### config.mk
export PLATFORM = sky130hd
export DESIGN_NAME = ifmap_load_sched
export DESIGN_NICKNAME = d
export VERILOG_FILES = /design/src/rtl/ifmap_load_sched_pkg.sv /design/src/rtl/ifmap_load_sched.sv
export SDC_FILE = /design/constraint.sdc
export NUM_CORES = 1
export LEC_CHECK = 0
export CORE_AREA = 2 2 66 68
export DETAILED_ROUTE_END_ITERATION = 12
export DIE_AREA = 0 0 68 70
export PLACE_DENSITY = 0.73
export SLEW_MARGIN = 20
export SYNTH_ARGS = -nofsm -noshare
export SYNTH_HDL_FRONTEND = slang
export SYNTH_SLANG_ARGS = --single-unit
### constraint.sdc
create_clock -name clock -period 3.1 [get_ports clock]
set_input_delay 0.62 -clock clock [delete_from_list [all_inputs] [get_ports clock]]
set_output_delay 0.62 -clock clock [all_outputs]
set_load 0.005 [all_outputs]
### src/rtl/ifmap_load_sched_pkg.sv
// Shared definitions for the ifmap load scheduler: run-FSM encoding and default sizing.
package ifmap_load_sched_pkg;

  typedef enum logic [1:0] {
    S_IDLE  = 2'd0,
    S_START = 2'd1,
    S_RUN   = 2'd2,
    S_DONE  = 2'd3
  } run_state_t;

  localparam int IMG_PIXELS_DEF = 784;
  localparam int DATA_W_DEF     = 8;
  localparam int ADDR_W_DEF     = 10;
  localparam int RES_W_DEF      = 4;

endpackage

### src/rtl/ifmap_load_sched.sv
// Streams pixels into the ifmap BRAM and sequences accelerator runs on full banks.
// Define IFMAP_PINGPONG_EN for two banks so loading the next image overlaps the current run.
module ifmap_load_sched
  import ifmap_load_sched_pkg::*;
#(
  parameter int IMG_PIXELS = IMG_PIXELS_DEF,
  parameter int DATA_W     = DATA_W_DEF,
  parameter int ADDR_W     = ADDR_W_DEF,
  parameter int RES_W      = RES_W_DEF
) (
  input  logic              clock,
  input  logic              reset,
  input  logic              ifmap_wr_in,
  input  logic [DATA_W-1:0] ifmap_din,
  output logic              bram_we,
  output logic [ADDR_W-1:0] bram_addr,
  output logic [DATA_W-1:0] bram_din,
  output logic              bram_wbank,
  output logic              acc_start,
  output logic              acc_bank,
  input  logic              acc_done,
  input  logic [RES_W-1:0]  acc_result,
  output logic [RES_W-1:0]  result,
  output logic              final_out_valid,
  output logic              busy,
  output logic              overflow
);

  localparam logic [ADDR_W-1:0] LAST_ADDR = ADDR_W'(IMG_PIXELS - 1);

  run_state_t        r_state, w_state_next;
  logic [ADDR_W-1:0] r_wcnt;
  logic              r_wbank;
  logic              r_rd_ptr;
  logic              r_acc_bank;
  logic [1:0]        r_full;
  logic              r_bram_we;
  logic [ADDR_W-1:0] r_bram_addr;
  logic [DATA_W-1:0] r_bram_din;
  logic              r_bram_wbank;
  logic [RES_W-1:0]  r_result;
  logic              r_fov;
  logic              r_overflow;
  logic              w_reading;
  logic              w_accept;
  logic              w_last;
  logic              w_clr;

`ifdef IFMAP_PINGPONG_EN
  localparam logic PINGPONG = 1'b1;
  // Only the bank the accelerator is reading is locked; the other keeps filling.
  assign w_reading = ((r_state == S_START) || (r_state == S_RUN)) && (r_acc_bank == r_wbank);
`else
  localparam logic PINGPONG = 1'b0;
  assign w_reading = (r_state != S_IDLE);
`endif

  assign w_accept = ifmap_wr_in && !r_full[r_wbank] && !w_reading;
  assign w_last   = (r_wcnt == LAST_ADDR);

  always_ff @(posedge clock) begin
    if (reset) begin
      r_wcnt       <= '0;
      r_wbank      <= 1'b0;
      r_full       <= 2'b00;
      r_bram_we    <= 1'b0;
      r_bram_addr  <= '0;
      r_bram_din   <= '0;
      r_bram_wbank <= 1'b0;
      r_overflow   <= 1'b0;
    end else begin
      r_bram_we <= w_accept;
      if (w_accept) begin
        r_bram_addr  <= r_wcnt;
        r_bram_din   <= ifmap_din;
        r_bram_wbank <= r_wbank;
        if (w_last) begin
          r_wcnt          <= '0;
          r_full[r_wbank] <= 1'b1;
          r_wbank         <= r_wbank ^ PINGPONG;
        end else begin
          r_wcnt <= r_wcnt + ADDR_W'(1);
        end
      end
      // A bank being read is never the write target, so set and clear never collide.
      if (w_clr) r_full[r_acc_bank] <= 1'b0;
      if (ifmap_wr_in && !w_accept) r_overflow <= 1'b1;
    end
  end

  always_ff @(posedge clock) begin
    if (reset) begin
      r_state    <= S_IDLE;
      r_acc_bank <= 1'b0;
      r_rd_ptr   <= 1'b0;
      r_result   <= '0;
      r_fov      <= 1'b0;
    end else begin
      r_state <= w_state_next;
      r_fov   <= (r_state == S_DONE);
      if ((r_state == S_IDLE) && (w_state_next == S_START)) r_acc_bank <= r_rd_ptr;
      if (w_clr) begin
        r_result <= acc_result;
        r_rd_ptr <= r_rd_ptr ^ PINGPONG;
      end
    end
  end

  // Banks fill alternately from 0, so serving via a toggling read pointer keeps fill order.
  always_comb begin
    w_state_next = r_state;
    w_clr        = 1'b0;
    case (r_state)
      S_IDLE:  if (r_full[r_rd_ptr]) w_state_next = S_START;
      S_START: w_state_next = S_RUN;
      S_RUN: begin
        if (acc_done) begin
          w_clr        = 1'b1;
          w_state_next = S_DONE;
        end
      end
      S_DONE:  w_state_next = S_IDLE;
      default: w_state_next = S_IDLE;
    endcase
  end

  assign bram_we         = r_bram_we;
  assign bram_addr       = r_bram_addr;
  assign bram_din        = r_bram_din;
  assign bram_wbank      = r_bram_wbank;
  assign acc_start       = (r_state == S_START);
  assign acc_bank        = r_acc_bank;
  assign busy            = (r_state == S_RUN);
  assign result          = r_result;
  assign final_out_valid = r_fov;
  assign overflow        = r_overflow;

endmodule

# == After elaboration in Yosys (flattened, before gate mapping) ==
# Index checks and enable logic that the tools add are counted.
# W data, S select, Z words.
# classes
n_addsub,1
eq_ne,6
muxes,10
n_reduce_logical,12
# ops
cell,count
$add A10 B1 Y10 const B,1
$eq A10 B10 Y1 const B,1
$mux W10,1
$pmux W2 S4,1
$mux W2,3
$reduce_bool A3 Y1,2
$mux W1,5
$eq A2 B2 Y1 const B,2
$ne A2 B2 Y1 const B,2
$reduce_and A2 Y1,2
$logic_and A1 B1 Y1,3
$logic_not A1 Y1,3
$eq A2 B1 Y1 const B,1
$logic_not A2 Y1,1
$reduce_bool A2 Y1,1
# word_totals
reg_bits,39
in_bits,16
output_inout_bits,29
elab_cells,39

# == Depth between registers and ports, before layout ==
# depth
ltp_word,6
depth_mapped,7
ltp_nobuf,5

# == Worst setup path after synthesis ==
# No wires, ideal clock.
# synth_path
path_kind,register to register
start,register r_state[1]
end,register r_wcnt[8]
setup_ns,0.080
arrival_ns,1.580
t_required_ns,3.020
slack_ns,1.441
stages_incl_launch_ff,7
path_buffers,1
period_less_slack_ns,1.659
cell_sequence,dfxtp_1 -> inv_1 -> ha_1 -> nand2b_1 -> buf_6 -> or4_1 -> a211oi_2
# synth_between
elab_chain_len,3
# synth_lines
element,line,source
start: declaration,ifmap_load_sched.sv:31,"run_state_t r_state, w_state_next;"
start signal: assignment,ifmap_load_sched.sv:99,r_state <= w_state_next;
$reduce_bool A2 Y1,ifmap_load_sched.sv:55,assign w_reading = (r_state != S_IDLE);
$logic_not A1 Y1,ifmap_load_sched.sv:58,assign w_accept = ifmap_wr_in && !r_full[r_wbank] && !w_reading;
$logic_and A1 B1 Y1,ifmap_load_sched.sv:58,
end signal: assignment,ifmap_load_sched.sv:82,r_wcnt <= r_wcnt + ADDR_W'(1);
end: declaration,ifmap_load_sched.sv:32,logic [ADDR_W-1:0] r_wcnt;
# Every way passes these cells.
# A chain may end at the register's enable or synchronous reset.

# == Final worst setup path ==
# layout_path
start,register r_state[0]
end,output busy
# layout_between
elab_chain_len,1
# layout_lines
element,line,source
$eq A2 B2 Y1,ifmap_load_sched.sv:133,assign busy = (r_state == S_RUN);
end: declaration,ifmap_load_sched.sv:25,"output logic busy,"
# Every way passes these cells.

==> results.py <==
metrics = {
    "cells_and_area": {
        "final_cells": 273,
        "final_cell_area_um2": 2110,
        "drive_gt1_share_pct": 7.24,
        "fin_util_pct": 50.9,
        "antennaDiodeCount": 0,
        "fin_nets": 242,
        "syn_to_final_growth_pct": 33.4,
    },
    "route": {
        "routed_wirelength_mm": 3.14,
        "vias": 1374,
        "ant_nets": 0,
        "dr.first_iter.drc_count": 87,
        "drc_errors": 0,
        "wl_per_cell_um": 11.5,
        "vias_per_cell": 5.03,
        "first_pass_iters": 4,
    },
    "global_route": {
        "grt.overflow.total": 0,
        "grt_pass1_wl_mm": 5.38,
        "grt_max_degree": 24,
        "grt_usage_pct": 14.7,
        "grt_antenna_before_repair": 0,
        "grt_pass1_vias": 1185,
    },
    "die": {
        "rows": 24,
        "die_area_um2": 4760,
        "ios": 45,
        "fp.dieH_um": 70,
        "core_region_area_um2": 4140,
        "die_w_um": 68,
        "initial_core_util_pct": 38.2,
    },
    "sta": {
        "max_freq_mhz": 449,
        "slew_violations": 0,
        "period_minus_slack_ns": 2.23,
        "finalClockSkew_ns": 0.00236,
        "finalHoldViolations": 0,
        "slew_headroom_pct": 59.0,
        "layout_setup_ws_ns": 0.872,
        "hold_ws_ns": 0.454,
        "fin_tns_setup_ns": 0,
        "worst_pin_slew_ns": 0.610,
        "rsz0062_at_grt": "false",
        "setup_viol": 0,
        "period_share_pct": 71.9,
    },
    "pwr": {
        "combPwrFrac_pct": 20.2,
        "power.density_nw_per_um2": 509,
        "clockPowerShare_pct": 29.1,
        "leakagePower_nw": 0.747,
        "internal_power_mw": 0.774,
        "swShare_pct": 28.0,
        "p_sw_mw": 0.300,
        "total_power_mw": 1.07,
        "power.share.sequential_pct": 50.7,
        "max-vdd-ir-drop_uv": 303,
    },
    "yosys": {
        "async_flop_share_pct": 0,
        "synth_commonest_cells": "nand2_1 (43), dfxtp_1 (38), a21oi_1 (27), clkbuf_1 (7)",
        "yosysTopAreaCell": "dfxtp_1",
        "ys.flop_type": "dfxtp_1",
        "synth_sequential_area_ratio_pct": 48.1,
        "synth-seq-cells": 38,
        "syn_inst": 180,
        "synth_edf_count": 0,
        "synth_area_um2": 1580,
        "synth.most_common_cell": "nand2_1",
        "synth_area_leaders": "dfxtp_1 (48%), nand2_1 (10%), a21oi_1 (8.5%)",
        "yosysWarnings": 0,
        "synth_top_area_share_pct": 48.1,
        "yosysUniqueCellTypes": 33,
        "avgSynthCellArea_um2": 8.79,
    },
    "cts": {
        "tritoncts": "done",
        "root_buffer": "clkbuf_8",
        "cts_resized": 0,
        "cts.sinks": 38,
        "cts_setup_buffers": 0,
        "clk_latency_ns": 0.28,
        "numCtsBuffers": 5,
        "clkSlewWorstSetupHoldPaths_ns": 0.07,
        "hold_buffers": 0,
        "htree_levels": 2,
        "clk_path_buf_depth": 2,
    },
    "setup_path": {
        "slowest_delay_ns": 0.57,
        "path_cells": "inv_1 > ha_1 > clkdlybuf4s50_1",
        "path_class": "flip-flop to output port",
        "critPathLaunchType": "flip-flop",
        "endpoint_kind": "output port",
        "cp.arrival_ns": 1.61,
        "cp_max_fo": 9,
        "cp_slowest_cell": "clkdlybuf4s50_1",
        "required_ns": 2.48,
        "rrSetupSlack_ns": 1.20,
    },
    "place": {
        "place_congestion": 0.701,
        "post-place-ws_ns": 0.742,
        "io_buffer_count": 42,
        "place_area_um2": 2030,
        "dp_hpwl_mm": 2.22,
        "dp.cells": 266,
    },
    "worst_hold_path": {
        "min_path_type": "flip-flop to flip-flop",
    },
    "outcome": {
        "outcome": "finished, final reports clean",
    },
    "job": {
        "cap_viol_max_count": 0,
    },
}
## final timing paths
path              cells past startpoint                       end                startpoint
setup / recovery                      3                      busy   r_state[0]$_SDFFE_PP0P_
hold / removal                        2  bram_din[5]$_SDFFE_PP0P_  bram_din[5]$_SDFFE_PP0P_
setup reg to reg                      5    r_wcnt[1]$_SDFFE_PP0P_   r_state[1]$_SDFFE_PP0P_
hold reg to reg                       2  bram_din[5]$_SDFFE_PP0P_  bram_din[5]$_SDFFE_PP0P_
## logic make-up after synthesis
kind of cell / synth area share [%]
buffers and inverters: 4.66
and+or+nand+nor: 25.6
adders and majority gates: 3.95
muxes: 0.632
other: 0.237
xor gates and xnor gates: 0.553
AOI/OAI and AO/OA: 16.3
DFF: 48.1
## cell type report
type / count / area, um2
clock inverters: 2 / 10.0
well taps: 52 / 65.1
clock buffers: 5 / 68.8
fillers: 411 / 2030
repair buffers: 45 / 443
flip-flops and latches: 38 / 761
inverters: 3 / 11.3
multi-input cells: 128 / 752
## cell usage in the layout, fill, tap and decap left out, types with 2 or more instances in the layout
master and instances:
o21ai_0 4, nand3_1 6, inv_1 3, or4_1 4
o31ai_1 4, a21oi_1 27, conb_1 2, or3_1 3
nand2b_1 2, clkdlybuf4s50_1 42, clkbuf_8 5, clkinv_2 2
nand4_1 3, a211oi_1 6, ha_1 5, nand2_1 43
nor2_1 3, nor3_1 3, buf_4 3, dfxtp_1 38
## metal layers
layer  vias to the layer above  track usage, %  share of wire, %
met5                         -               0                 0
met4                         0            5.33               1.4
met3                         4            5.64               5.0
met2                        35            22.0                46
met1                       630            19.1                48
li1                        705               -                 -
## power groups by stage
stage | registers [mW] | logic [mW] | clock network [mW]
after global routing | 0.549 | 0.241 | 0.347
after floorplan | 0.554 | 0.134 | 0
after CTS | 0.545 | 0.221 | 0.322
after detailed placement | 0.556 | 0.219 | 0
after global placement | 0.556 | 0.215 | 0
final | 0.545 | 0.217 | 0.312
## sequential cells by signal, summed over array words and instances (netlist names)
signal           flops
bram_din             8
result               4
r_wcnt              10
r_state              2
bram_we              1
overflow             1
final_out_valid      1
bram_addr           10
r_full               1
## critical path: cells and delay by family, from the launching register on
| kind | cells | cell delay (ns) |
|---|---|---|
| buffers and inverters | 2 | 0.65 |
| DFF | 1 | 0.34 |
| adders and majority gates | 1 | 0.34 |
Power figures use the tool's default switching activity.
==> patch 1, RTL diff (same settings) <==
Add a define of `IFMAP_PINGPONG_EN`.
--- a/src/rtl/ifmap_load_sched.sv
+++ b/src/rtl/ifmap_load_sched.sv
@@ -2,2 +2,4 @@
 // Define IFMAP_PINGPONG_EN for two banks so loading the next image overlaps the current run.
+`define IFMAP_PINGPONG_EN
+
 module ifmap_load_sched
Behaviour: no difference found for any inputs over 10 cycles, from zero or initial values and one cycle with reset high; that may be too few to reach the edited logic, so the function may still have changed.
==> patch 1 against the unedited design <==
Largest cell class is now multi-input combinational cells. Wire length grew 33%. Worst hold slack improved by 0.0042 ns. Maximum frequency down 1.4%. Worst setup slack worse by 0.033 ns. First-iteration DRC count is 34% higher. Final area up 17%. Critical path depth up 4. Count of clock-buffer cells in the layout up 1. Non-clock buffer count rose by 5. Global-route usage grew 4.3 points. Sequential cell count is 5 higher. Area after synthesis rose by 18%.
Power is not compared: it rests on default switching activity, and its combinational part moved more than twofold at a synthesized area within 25%.
==> patch 1: results (changes against the unedited design) <==
[cells_and_area]
inv_count=6  ; +3
nMultiInputCombCells=151  ; +18%
fin_nets=278  ; +15%
seq_area_um2=861  ; +13%
drive_gt1_share_pct=8.53  ; +1.3 points
final_cells=310  ; +14%
buffers_excl_clock=50  ; +11%
multi_input_area_share_pct=36.6  ; +0.95 points
clk_share_pct=5.37  ; +1.6 points
nFillCells=378  ; -8.0%

[placed_design]
post-place-ws_ns=0.795  ; +0.0529 ns
place_inst=302  ; +14%
place_hpwl_um=2860  ; +29%
placedInstanceArea_mm2=0.00234  ; +15%
io_buffers=44  ; +4.8%
gp_congestion=0.825  ; +18%

[worst_setup_path]
cp_data_arrival_time_ns=2.45  ; +0.84 ns
crit_slowest_cell=a22oi_2
crit_path_start=r_state[0]
regToRegSetupSlack_ns=0.84  ; -0.36 ns
r2r_cells=7  ; +2
worst_path_largest_cell_delay_ns=0.62  ; +0.05 ns
critPathMaxFanout=21  ; +12
timing.rr.end=r_full[1]

[synth]
yosys.cell_types.count=39  ; +18%
synthTopCellsByCount=dfxtp_1, a21oi_1, nand3_1, o21ai_0, o21ai_1
syn_avg_cell_area_um2=8.68  ; -1.3%
yosysSeqAreaShare_pct=46.1  ; -1.9 points
syn_area_mm2=0.00187  ; +18%

[detailed_routing]
wirelength_um=4170  ; +33%
met3_length_um=208  ; +32%
met2WireLength_um=1960  ; +36%

[sta]
maxSlewHeadroom_pct=48.1  ; -11 points
skew_ns=0.00786  ; +0.00550 ns

[die]
initial_core_util_pct=45.0  ; +6.8 points

[grt]
grt_pass1_vias=1557  ; +31%
use_met1_pct=24.4  ; +5.4 points
grt_pass1_wl_um=7080  ; +32%
grt_max_degree=25  ; +4.2%
grt_use_total_pct=19.0  ; +4.3 points
grtUsageMet3_pct=4.35  ; -1.3 points

[outcome]
status=finished clean

==> patch 1: cell types whose count changed after synthesis, moves of 6 or more <==
cell / unedited run / this run
nand2_1: 43 / 8
a21oi_1: 27 / 37
a211oi_1: 6 / 0
nand3_1: 6 / 26
o21ai_1: 0 / 11
o21ai_0: 4 / 13
==> patch 1: worst min path at each step <==
stage / start / end / slack (ns)
floorplan: result[0] / result[0] / 0.45
global route: result[2] / result[2] / 0.50
CTS: result[1] / result[1] / 0.46
finish: result[1] / result[1] / 0.46
global placement: result[3] / result[3] / 0.44
detailed placement: result[1] / result[1] / 0.45
==> patch 1: cells by family after synthesis <==
family / after synthesis / share of synthesized area, %
AO/OA/AOI/OAI: 72 / 21.5
XOR/XNOR: 1 / 0.470
adder cells (fa/ha/maj): 5 / 3.35
buffers and inverters: 21 / 5.43
flip-flops: 43 / 46.1
multiplexers: 3 / 1.68
AND/OR/NAND/NOR: 70 / 21.5
==> patch 2, RTL diff (same settings) <==
Without the edit above. The 4 states of `run_state_t` get a one-hot encoding in 4 bits.
--- a/src/rtl/ifmap_load_sched_pkg.sv
+++ b/src/rtl/ifmap_load_sched_pkg.sv
@@ -3,7 +3,7 @@
 
-  typedef enum logic [1:0] {
-    S_IDLE  = 2'd0,
-    S_START = 2'd1,
-    S_RUN   = 2'd2,
-    S_DONE  = 2'd3
+  typedef enum logic [3:0] {
+    S_IDLE  = 4'b0001,
+    S_START = 4'b0010,
+    S_RUN   = 4'b0100,
+    S_DONE  = 4'b1000
   } run_state_t;
Check against the original RTL: no difference found for any inputs over 10 cycles, from zero or initial values and one cycle with reset high; not proved beyond that.
==> patch 2 against the unedited design <==
Sequential cell count increased by 2. Non-clock buffer count unchanged. Count of clock-buffer cells in the layout increased by 1. Highest routed layer unchanged. Largest cell class unchanged. Worst setup slack got worse by 0.059 ns. Wire length increased by 7.3%. Final area increased by 1.8%. Area after synthesis increased by 3.0%. First-iteration DRC count decreased by 26%.
Power is not compared: it rests on default switching activity, and its combinational part moved more than twofold at a synthesized area within 25%.
==> patch 2: results (changes against the unedited design) <==
[grt]
use_met1_pct=20.3  ; +1.2 points
grt_use_total_pct=15.7  ; +1.0 points
grt_pass1_wl_um=5750  ; +7.1%
use_met2_pct=24.1  ; +2.0 points
grtUsageMet3_pct=5.15  ; -0.48 points
grt_pass1_vias=1297  ; +9.5%
grt_max_degree=22  ; -8.3%

[cells_and_area]
final_cells=284  ; +4.0%
seq_area_um2=801  ; +5.3%
drive_gt1_share_pct=7.33  ; +0.088 points
nFillCells=422  ; +2.7%
nMultiInputCombCells=136  ; +6.3%
fin_nets=249  ; +2.9%
buf_share_pct=20.6  ; -0.37 points
clk_share_pct=3.61  ; -0.12 points
inv_count=4  ; +1
postLayoutCellArea_mm2=0.00215  ; +1.8%
nClkBuffers=6  ; +1
multi_input_area_share_pct=34.8  ; -0.86 points

[sta]
skew_ns=0.00382  ; +0.00145 ns
tightest_slew_ns=0.723  ; +0.113 ns
fin_crit_sh_pct=73.8  ; +1.9 points
holdWs_ns=0.453  ; -0.00105 ns

[placed_design]
gp_congestion=0.791  ; +13%
place_hpwl_um=2330  ; +5.2%
post-place-ws_ns=0.831  ; +0.0881 ns

[detailed_routing]
met1Wirelength_um=1530  ; +2.4%
drtIter0Drc=64  ; -26%
vias_per_cell=4.83  ; -4.0%
met2WireLength_um=1600  ; +11%
wire_per_inst_um=11.9  ; +3.1%
met3_length_um=173  ; +10%

[worst_setup_path]
timing.rr.end=r_wcnt[0]
regToRegSetupSlack_ns=1.06  ; -0.14 ns
worst_path_largest_cell_delay_ns=0.51  ; -0.06 ns
cp_data_arrival_time_ns=1.67  ; +0.06 ns
r2r_cells=4  ; -1
crit_path_start=r_state[2]
critPathMaxFanout=8  ; -1

[outcome]
status=finished clean

[hold_path]
hp-start=bram_addr[7]
whs_endpoint=bram_addr[7]

[synth]
synth.area.top_cells=dfxtp_1, nand2_1, a21oi_1
synthTopCellsByCount=nand2_1, dfxtp_1, a21oi_1, nor2_1
yosys.cell_types.count=29  ; -12%
yosysSeqAreaShare_pct=49.1  ; +1.1 points
syn_avg_cell_area_um2=8.54  ; -2.9%

[pwr]
pwr.group.clock_uw=317

[clock_tree]
cts_num_sinks=40  ; +5.3%

## patch 2: cell types whose count changed in the layout (fill, tap and decap cells not counted), sizes merged, moves of 2 or more
cell / before / now
ha: 5 / 1
xnor2: 1 / 8
xor2: 0 / 2
o21bai: 0 / 2
dfxtp: 38 / 40
nor4b: 0 / 3
a211oi: 7 / 0
or3: 4 / 1
o31ai: 4 / 0
nand3: 6 / 8
nor2: 3 / 17
nor4: 1 / 5
nand2b: 2 / 0
or4: 5 / 0
## patch 2: cell families (layout without fill, tap and decap cells)
family | Yosys count | after routing | share of synthesized area (%)
XOR/XNOR | 10 | 10 | 5.37
adder cells (fa/ha/maj) | 1 | 1 | 0.767
other | 1 | 2 | 0.230
AO/OA/AOI/OAI | 32 | 32 | 10.3
AND/OR/NAND/NOR | 91 | 91 | 28.9
buffers and inverters | 16 | 56 | 5.30
flip-flops | 40 | 40 | 49.1
